File: config.mk
export PLATFORM = sky130hd
export DESIGN_NAME = pixel_feed_seq
export DESIGN_NICKNAME = d
export VERILOG_FILES = /design/src/rtl/pixel_feed_seq.sv
export SDC_FILE = /design/constraint.sdc
export NUM_CORES = 1
export LEC_CHECK = 0
export ABC_AREA = 0
export BUFFER_PORTS_ARGS = -buffer_cell sky130_fd_sc_hd__buf_2
export CAP_MARGIN = 20
export CORE_MARGIN = 5
export CORE_UTILIZATION = 25
export CTS_BUF_LIST = sky130_fd_sc_hd__clkbuf_4
export DETAILED_ROUTE_END_ITERATION = 7
export HOLD_SLACK_MARGIN = 0.05
export PLACE_DENSITY = 0.47
export SKIP_LAST_GASP = 1
export SYNTH_ARGS = -nofsm -noshare
export SYNTH_HDL_FRONTEND = slang
export SYNTH_SLANG_ARGS = --single-unit
export TNS_END_PERCENT = 100
File: constraint.sdc
create_clock -name clk -period 2.8 [get_ports clk]
set_input_delay 0.14 -clock clk [delete_from_list [all_inputs] [get_ports clk]]
set_output_delay 0.14 -clock clk [all_outputs]
set_load 0.02 [all_outputs]
File: src/rtl/pixel_feed_seq.sv
// rtl/pixel_feed_seq.sv - collects N pixels, converts them to floats, then streams
// them followed by N*M+M parameter ROM words to a downstream classifier.
module pixel_feed_seq #(
  parameter int N = 3,
  parameter int M = 2
) (
  input  logic        clk,
  input  logic        reset,
  input  logic        pix_valid,
  output logic        pix_ready,
  input  logic [7:0]  pix_data,
  output logic [17:0] rom_addr,
  input  logic [31:0] rom_data,
  output logic [31:0] data_out,
  output logic        cls_reset,
  output logic        busy,
  output logic        done
);

  localparam int T  = N + N * M + M;
  localparam int IW = (N > 1) ? $clog2(N) : 1;
  localparam logic [17:0] FEAT_LAST = 18'(N - 1);
  localparam logic [17:0] FEAT_END  = 18'(N);
  localparam logic [17:0] ADDR_LAST = 18'(T - 2);
  localparam logic [17:0] WORD_LAST = 18'(T - 1);
  localparam logic [IW-1:0] CNT_LAST = IW'(N - 1);

  typedef enum logic [1:0] {COLLECT, FEAT, PARAM, DONE} state_t;

  state_t        state_q, state_d;
  logic [IW-1:0] cnt_q, cnt_d;
  logic [17:0]   wcnt_q, wcnt_d;
  logic [17:0]   rom_addr_q, rom_addr_d;
  logic          pix_ready_q, pix_ready_d;
  logic          cls_reset_q, cls_reset_d;
  logic          busy_q, busy_d;
  logic          done_q, done_d;
  logic [31:0]   buf_q [N];
  logic [31:0]   buf_d [N];
  logic          accept;
  logic [IW-1:0] idx;

  // Exact unsigned-byte to IEEE-754 single: every 8-bit value fits the mantissa.
  function automatic logic [31:0] pix_to_float(input logic [7:0] p);
    logic [2:0]  msb;
    logic [23:0] sh;
    msb = '0;
    for (int i = 0; i < 8; i++) begin
      if (p[i]) msb = 3'(i);
    end
    sh = {p, 16'b0} << (3'd7 - msb);
    if (p == 8'd0) return 32'd0;
    return {1'b0, 8'd127 + {5'b0, msb}, sh[22:0]};
  endfunction

  always_comb begin
    state_d     = state_q;
    cnt_d       = cnt_q;
    wcnt_d      = wcnt_q;
    rom_addr_d  = rom_addr_q;
    pix_ready_d = pix_ready_q;
    cls_reset_d = cls_reset_q;
    busy_d      = busy_q;
    done_d      = done_q;
    buf_d       = buf_q;
    accept      = pix_valid && pix_ready_q;
    idx         = (state_q == DONE) ? '0 : cnt_q;

    case (state_q)
      COLLECT, DONE: begin
        if (accept) begin
          buf_d[idx] = pix_to_float(pix_data);
          done_d     = 1'b0;
          if (idx == CNT_LAST) begin
            state_d     = FEAT;
            cnt_d       = '0;
            wcnt_d      = '0;
            pix_ready_d = 1'b0;
            cls_reset_d = 1'b0;
            busy_d      = 1'b1;
            // With a single feature the first FEAT cycle already prefetches ROM word 0.
            if (N == 1) rom_addr_d = '0;
          end else begin
            state_d     = COLLECT;
            cnt_d       = idx + 1'b1;
            pix_ready_d = 1'b1;
            cls_reset_d = 1'b1;
            busy_d      = 1'b0;
          end
        end
      end
      FEAT, PARAM: begin
        if (state_q == PARAM && wcnt_q == WORD_LAST) begin
          state_d     = DONE;
          done_d      = 1'b1;
          busy_d      = 1'b0;
          pix_ready_d = 1'b1;
          cls_reset_d = 1'b0;
        end else begin
          wcnt_d = wcnt_q + 18'd1;
          // ROM has one cycle of latency, so the address leads its word by one cycle.
          if (wcnt_d >= FEAT_LAST && wcnt_d <= ADDR_LAST) rom_addr_d = wcnt_d - FEAT_LAST;
          if (wcnt_d == FEAT_END) state_d = PARAM;
        end
      end
      default: state_d = COLLECT;
    endcase
  end

  always_ff @(posedge clk or posedge reset) begin
    if (reset) begin
      state_q     <= COLLECT;
      cnt_q       <= '0;
      wcnt_q      <= '0;
      rom_addr_q  <= '0;
      pix_ready_q <= 1'b1;
      cls_reset_q <= 1'b1;
      busy_q      <= 1'b0;
      done_q      <= 1'b0;
    end else begin
      state_q     <= state_d;
      cnt_q       <= cnt_d;
      wcnt_q      <= wcnt_d;
      rom_addr_q  <= rom_addr_d;
      pix_ready_q <= pix_ready_d;
      cls_reset_q <= cls_reset_d;
      busy_q      <= busy_d;
      done_q      <= done_d;
    end
  end

  always_ff @(posedge clk) begin
    buf_q <= buf_d;
  end

  always_comb begin
    data_out = 32'd0;
    case (state_q)
      FEAT:    data_out = buf_q[wcnt_q[IW-1:0]];
      PARAM:   data_out = rom_data;
      default: data_out = 32'd0;
    endcase
  end

  assign pix_ready = pix_ready_q;
  assign rom_addr  = rom_addr_q;
  assign cls_reset = cls_reset_q;
  assign busy      = busy_q;
  assign done      = done_q;

endmodule
### Yosys cells after proc, flatten, opt, wreduce, memory -nomap -nowiden

Index checks and enable logic that the tools add are counted.

| cells by class | value |
|---|---|
| $lt $le $gt $ge | 5 |
| shift-type cells | 1 |
| reductions and logical operators | 13 |
| $add $sub $neg | 5 |
| mux-type cells | 45 |
| equality and inequality tests | 11 |
| bitwise operators | 3 |

Operators by type and width:

| operator | count |
|---|---|
| 32-bit two-way mux | 7 |
| 96-bit bitwise mux | 1 |
| 32-bit binary-select mux with 2-bit select | 1 |
| 32-bit demux with 2-bit select | 1 |
| 32-bit one-hot mux with 2 select lines | 1 |
| 18-bit two-way mux | 3 |
| 18-bit one-hot mux with 2 select lines | 1 |
| 3-bit two-way mux | 8 |
| 24-bit by 3-bit left shift with 23-bit output | 1 |
| 18-bit by 1-bit adder with 18-bit output (second input constant) | 1 |
| 18-bit by 2-bit equality test with 1-bit output (second input constant) | 1 |
| 18-bit by 4-bit equality test with 1-bit output (second input constant) | 1 |
| 18-bit by 2-bit >= comparator with 1-bit output (second input constant) | 1 |
| 18-bit by 4-bit <= comparator with 1-bit output (second input constant) | 1 |
| 18-bit by 2-bit subtractor with 18-bit output (second input constant) | 1 |
| 1-bit two-way mux | 12 |
| 2-bit two-way mux | 5 |
| 7-bit by 3-bit adder with 8-bit output (first input constant) | 1 |
| 8-bit zero test | 1 |
| 2-bit != test (second input constant) | 4 |
| 1-bit one-hot mux with 2 select lines | 4 |
| 2-bit equality test (second input constant) | 3 |
| 3-bit >= comparator (second input constant) | 2 |
| 2-bit inverter with 3-bit output | 2 |
| 12 further kinds | 19 |

| word-level totals | value |
|---|---|
| register bits | 140 |
| input port bits | 43 |
| output and inout bits | 54 |
| logic and storage cells | 94 |

### Longest topological paths before layout

| logic depth | value |
|---|---|
| word-level depth | 15 |
| mapped depth | 12 |
| gate-level depth less buffers | 8 |

### Worst setup path before layout

OpenSTA, ideal clock, no wires.

| path | value |
|---|---|
| path type | register to register |
| start point | register state_q[0] |
| end point | register buf_q[48] (netlist name) (enable) |
| setup slack | -0.226 ns |
| period minus slack after synthesis | 3.026 ns |
| path buffers | 1 |
| data arrival time | 2.601 ns |
| setup time | 0.425 ns |
| cell stages (with the launch flop) | 6 |
| data required time | 2.375 ns |
| cell sequence | dfrtp_1 inv_1 ha_1 clkbuf_1 nand3_1 nor4b_1 |

| on the way | value |
|---|---|
| longest elaborated chain between the ends | 3 |
| elaborated cells on any way between the ends | 4 |
| classes of those cells | 1 x eq/ne; 3 x reduce/logical |

Ends and longest elaborated chain:

| what | RTL line | text |
|---|---|---|
| start, declared | 30 | `state_t state_q, state_d;` |
| start signal, assigned | 121 | `state_q <= state_d;` |
| 2-bit equality test or 2-bit zero test (tied branches) | 69 | `case (state_q)` |
| 2-bit OR reduction (*) | 69 |  |
| 2-bit AND reduction (no line) (*) | n/a |  |
| end signal, assigned | 133 | `buf_q <= buf_d;` |
| end, declared | 38 | `logic [31:0] buf_q [N];` |

Every way passes the cells marked *; elsewhere a longest branch is shown, timed or not.
A chain may end at the register's enable or synchronous reset.

### Worst setup path in the final report

| path | value |
|---|---|
| start point | register wcnt_q[0] |
| end point | register rom_addr_q[1] (netlist: rom_addr[1]) |

| on the way | value |
|---|---|
| longest elaborated chain between the ends | 4 |
| elaborated cells on any way between the ends | 9 |
| classes of those cells | 2 x add/sub; 2 x order compare; 1 x eq/ne; 1 x bitwise; 3 x reduce/logical |

Ends and longest elaborated chain:

| what | RTL line | text |
|---|---|---|
| start, declared | 32 | `logic [17:0] wcnt_q, wcnt_d;` |
| start signal, assigned | 123 | `wcnt_q <= wcnt_d;` |
| 18-bit by 1-bit adder with 18-bit output or 18-bit by 4-bit equality test with 1-bit output (tied branches) | 100, 93 |  |
| 18-bit by 2-bit >= comparator with 1-bit output (tied with other cells) | 102 | `if (wcnt_d >= FEAT_LAST && wcnt_d <= ADDR_LAST) rom_addr_d = wcnt_d - FEAT_LAST;` |
| 1-bit logical AND or 1-bit inverter (tied branches) | n/a |  |
| 3-bit AND reduction (no line) | n/a |  |
| end signal, assigned | 124 | `rom_addr_q <= rom_addr_d;` |
| end, declared | 33 | `logic [17:0] rom_addr_q, rom_addr_d;` |

Parallel ways exist; a longest one is shown, timed or not.

==> flow_metrics.env <==
export IMPL_postSynthNetCount=531
export IMPL_multi_input_area_sq_um=2180
export IMPL_totalWireLength_microns=12400
export IMPL_crit_family="simple AND/OR/NAND/NOR gates"
export IMPL_grt_pass1_wl_microns=20400
export IMPL_power_clock_fraction_pct=35.9
export IMPL_initial_cell_density_of_the_core_pct=25.1
export IMPL_share_of_layout_cells_above_drive_strength_1_pct=27.3
export IMPL_timing_worst_setup_path_type="reg2reg"
export IMPL_worstSetupEndpointType="flip-flop"
export IMPL_clkTransAtPathRegs_ns=0.16
export IMPL_crit_path_cell_trace="ha_1 -> nand4_1 -> nor3_2 -> and4bb_2 -> o211ai_2 -> nor4_4 -> buf_12 -> mux2_1"
export IMPL_outcome="complete, no violations"
export IMPL_sequential_element_share_of_the_synthesized_area_pct=48.7
export IMPL_overflow=0
export IMPL_totalNegativeSetupSlack_ns=0
export IMPL_maximum_fanout_count_along_the_critical_path=18
export IMPL_number_of_enable_flip_flop_cells_after_synthesis=39
export IMPL_grt_usage_pct=11.7
export IMPL_floorplan_die_width_microns=147
export IMPL_finalHoldViolations=0
export IMPL_estimated_wirelength_of_the_detail_placed_design_microns=9140
export IMPL_final_min_clock_period_ns=2.63
export IMPL_hold_slack_ns=0.108
export IMPL_cellLeakagePower_uw=0.00238
export IMPL_period_share_pct=94.1
export IMPL_synth_main_ff_cell="sky130_fd_sc_hd__dfrtp_1"
export IMPL_largest_net_degree_at_the_start_of_global_routing=34
export IMPL_rsz0062_at_grt="no"
export IMPL_drc=0
export IMPL_power_switching_uw=543
export IMPL_core_rowCount=50
export IMPL_die_area_sq_um=21500
export IMPL_first_pass_iters=5
export IMPL_grt_pass1_vias=3884
export IMPL_timing_critical_path_slowest_cell_delay_ns=0.50
export IMPL_clockBufferDepth=2
export IMPL_cp_data_arrival_time_ns=3.01
export IMPL_grt_antenna_before_repair=1
export IMPL_start_kind="flip-flop"
export IMPL_num_fill_cells=1939
export IMPL_worst_slew_pin_slew_ns=0.529
export IMPL_cpMaxStageDelayCell="sky130_fd_sc_hd__dfrtp_1"
export IMPL_cellInternalPower_uw=1620
export IMPL_power_density_cell_area_nw_per_um2=377
export IMPL_setup_viol=0
export IMPL_relSlewSlack_pct=64.4
export IMPL_post_synth_instance_area_sq_um=4670
export IMPL_num_io_pins=97
export IMPL_post_layout_total_power_uw=2160
export IMPL_count_of_routing_violations_after_the_opening_detailed_route_iteration=230
export IMPL_synth_avg_cell_area_sq_um=9.77
export IMPL_vias=3917
export IMPL_post_synth_inst_count=478
export IMPL_critical_path_buf_inv_count=1
export IMPL_core_sq_um=18600
export IMPL_worst_endpoint_required_ns=3.17
export IMPL_ir_worst_vdd_v=0.000155
export IMPL_globalplace_congestion=0.883
export IMPL_h_tree_depth=3
export IMPL_asyncSetResetFlopFracSynth_pct=53.0
export IMPL_clkLatencyLatePin_ns=0.47
export IMPL_sequential_share_of_power_pct=59.2
export IMPL_cts_tree="built"
export IMPL_root_buffer_cell="sky130_fd_sc_hd__clkbuf_4"
export IMPL_cts_sink_count=83
export IMPL_detail_route_antenna_nets=0
export IMPL_cap_viol_max_count=0
export IMPL_place_port_buffers=96
export IMPL_route_detailed_wl_per_inst_microns=15.0
export IMPL_ys_warn_count=0
export IMPL_number_of_distinct_library_cell_variants_in_the_gate_level_netlist_after_synthesis=64
export IMPL_avgViaCountPerCell=4.75
export IMPL_max_clock_freq_mhz=380
export IMPL_power_combinational_fraction_pct=5.0
export IMPL_cts_post_setup_buffers_inserted=0
export IMPL_cts_buffers=9
export IMPL_dieHeight_microns=147
export IMPL_count_of_state_elements_after_synthesis=83
export IMPL_switching_share_pct=25.1
export IMPL_min_delay_path_class="in2reg"
export IMPL_seq_area_sq_um=2270
export IMPL_layout_area_overhead_vs_synth_pct=23.0
export IMPL_timing_max_transition_violations_final=0
export IMPL_final_nets=637
export IMPL_clock_skew_ns=0.0243
## metal layers
layer / global-route usage [%] / vias up / share of wire, %
met1: 14.8 / 1884 / 44
met3: 3.05 / 16 / 4.8
met4: 3.29 / 0 / 1.4
met2: 19.7 / 94 / 50
li1: - / 1923 / -
met5: 0 / - / 0
## cells in the mapped netlist, types with 12 or more instances
cell type | count | area (sq um)
sky130_fd_sc_hd__a21oi_1 | 17 | 85.1
sky130_fd_sc_hd__a22oi_1 | 12 | 90.1
sky130_fd_sc_hd__and2_1 | 19 | 119
sky130_fd_sc_hd__clkbuf_1 | 19 | 71.3
sky130_fd_sc_hd__dfrtp_1 | 42 | 1050
sky130_fd_sc_hd__edfxtp_1 | 39 | 1170
sky130_fd_sc_hd__inv_1 | 26 | 97.6
sky130_fd_sc_hd__mux2i_1 | 31 | 310
sky130_fd_sc_hd__nand2_1 | 46 | 173
sky130_fd_sc_hd__nand3_1 | 16 | 80.1
sky130_fd_sc_hd__nor2_1 | 43 | 161
sky130_fd_sc_hd__o21ai_0 | 46 | 230
## per-stage QoR
stage / std cells / setup slack, ns / area [sq um] / util [%]
finish: 824 / 0.165 / 5750 / 30.9
global route: 824 / 0.00356 / 5750 / 30.9
CTS: 822 / 0.134 / 5710 / 30.7
detailed placement: 804 / 0.111 / 5530 / 29.8
global placement: 804 / 0.230 / 5530 / 29.8
floorplan: 478 / 0.0630 / 4680 / -
## sequential cells by signal, indices dropped and copies added (netlist names), 2 cells and up
register  flops
buf_q        39
rom_addr     18
wcnt_q       18
cnt_q         2
state_q       2
## worst paths after layout
check,startpoint,endpoint,slack (ns),depth (start not counted)
worst max-delay path,wcnt_q[0],rom_addr[1],0.17,8
worst min register to register,cls_reset,cls_reset,0.49,2
max in group asynchronous,reset,cls_reset,2.12,4
worst min-delay path,pix_data[0],buf_q[80],0.11,2
min in group asynchronous,reset,rom_addr[8],0.12,3
worst max register to register,wcnt_q[0],rom_addr[1],0.17,8
## cells by family after synthesis
logic type / share of synthesized area [%]
AND/OR/NAND/NOR: 19.6
flip-flops: 48.7
XOR/XNOR: 0.938
AO/OA/AOI/OAI: 15.1
multiplexers: 7.61
adder cells (fa/ha/maj): 2.68
buffers and inverters: 5.33
## placed cells by master, fill, tap and decap left out, types with 16 or more instances in the layout
cell / n
sky130_fd_sc_hd__a21oi_1: 17
sky130_fd_sc_hd__mux2i_1: 31
sky130_fd_sc_hd__nand3_1: 16
sky130_fd_sc_hd__nand2_1: 46
sky130_fd_sc_hd__edfxtp_1: 39
sky130_fd_sc_hd__nor2_1: 43
sky130_fd_sc_hd__inv_1: 25
sky130_fd_sc_hd__and2_1: 19
sky130_fd_sc_hd__buf_2: 96
sky130_fd_sc_hd__dfrtp_1: 42
sky130_fd_sc_hd__o21ai_0: 46
sky130_fd_sc_hd__buf_4: 26
## power by group through the flow
stage | clock network, uW | registers (uW) | logic [uW]
6_report | 777 | 1280 | 107
5_1_grt | 867 | 1280 | 122
4_1_cts | 812 | 1280 | 105
3_5_place_dp | 0 | 1310 | 102
3_3_place_gp | 0 | 1310 | 98.9
2_1_floorplan | 0 | 1310 | 50.6
## area by class of cell
class / count / area share (%)
antenna: 1 / 0.0435
timing repair buffer: 126 / 12.9
clock inverter: 7 / 1.59
tap: 234 / 5.09
clock buffer: 9 / 1.18
inverter: 26 / 1.70
sequential: 83 / 39.6
multi-input combinational: 338 / 37.9
## timing repair
action	4_1_cts	5_1_grt
hold buffers	2	0
gates resized for setup	0	2
endpoints found under the setup margin	0	3
endpoints found under the hold margin	29	0
Power figures use the tool's default switching activity.
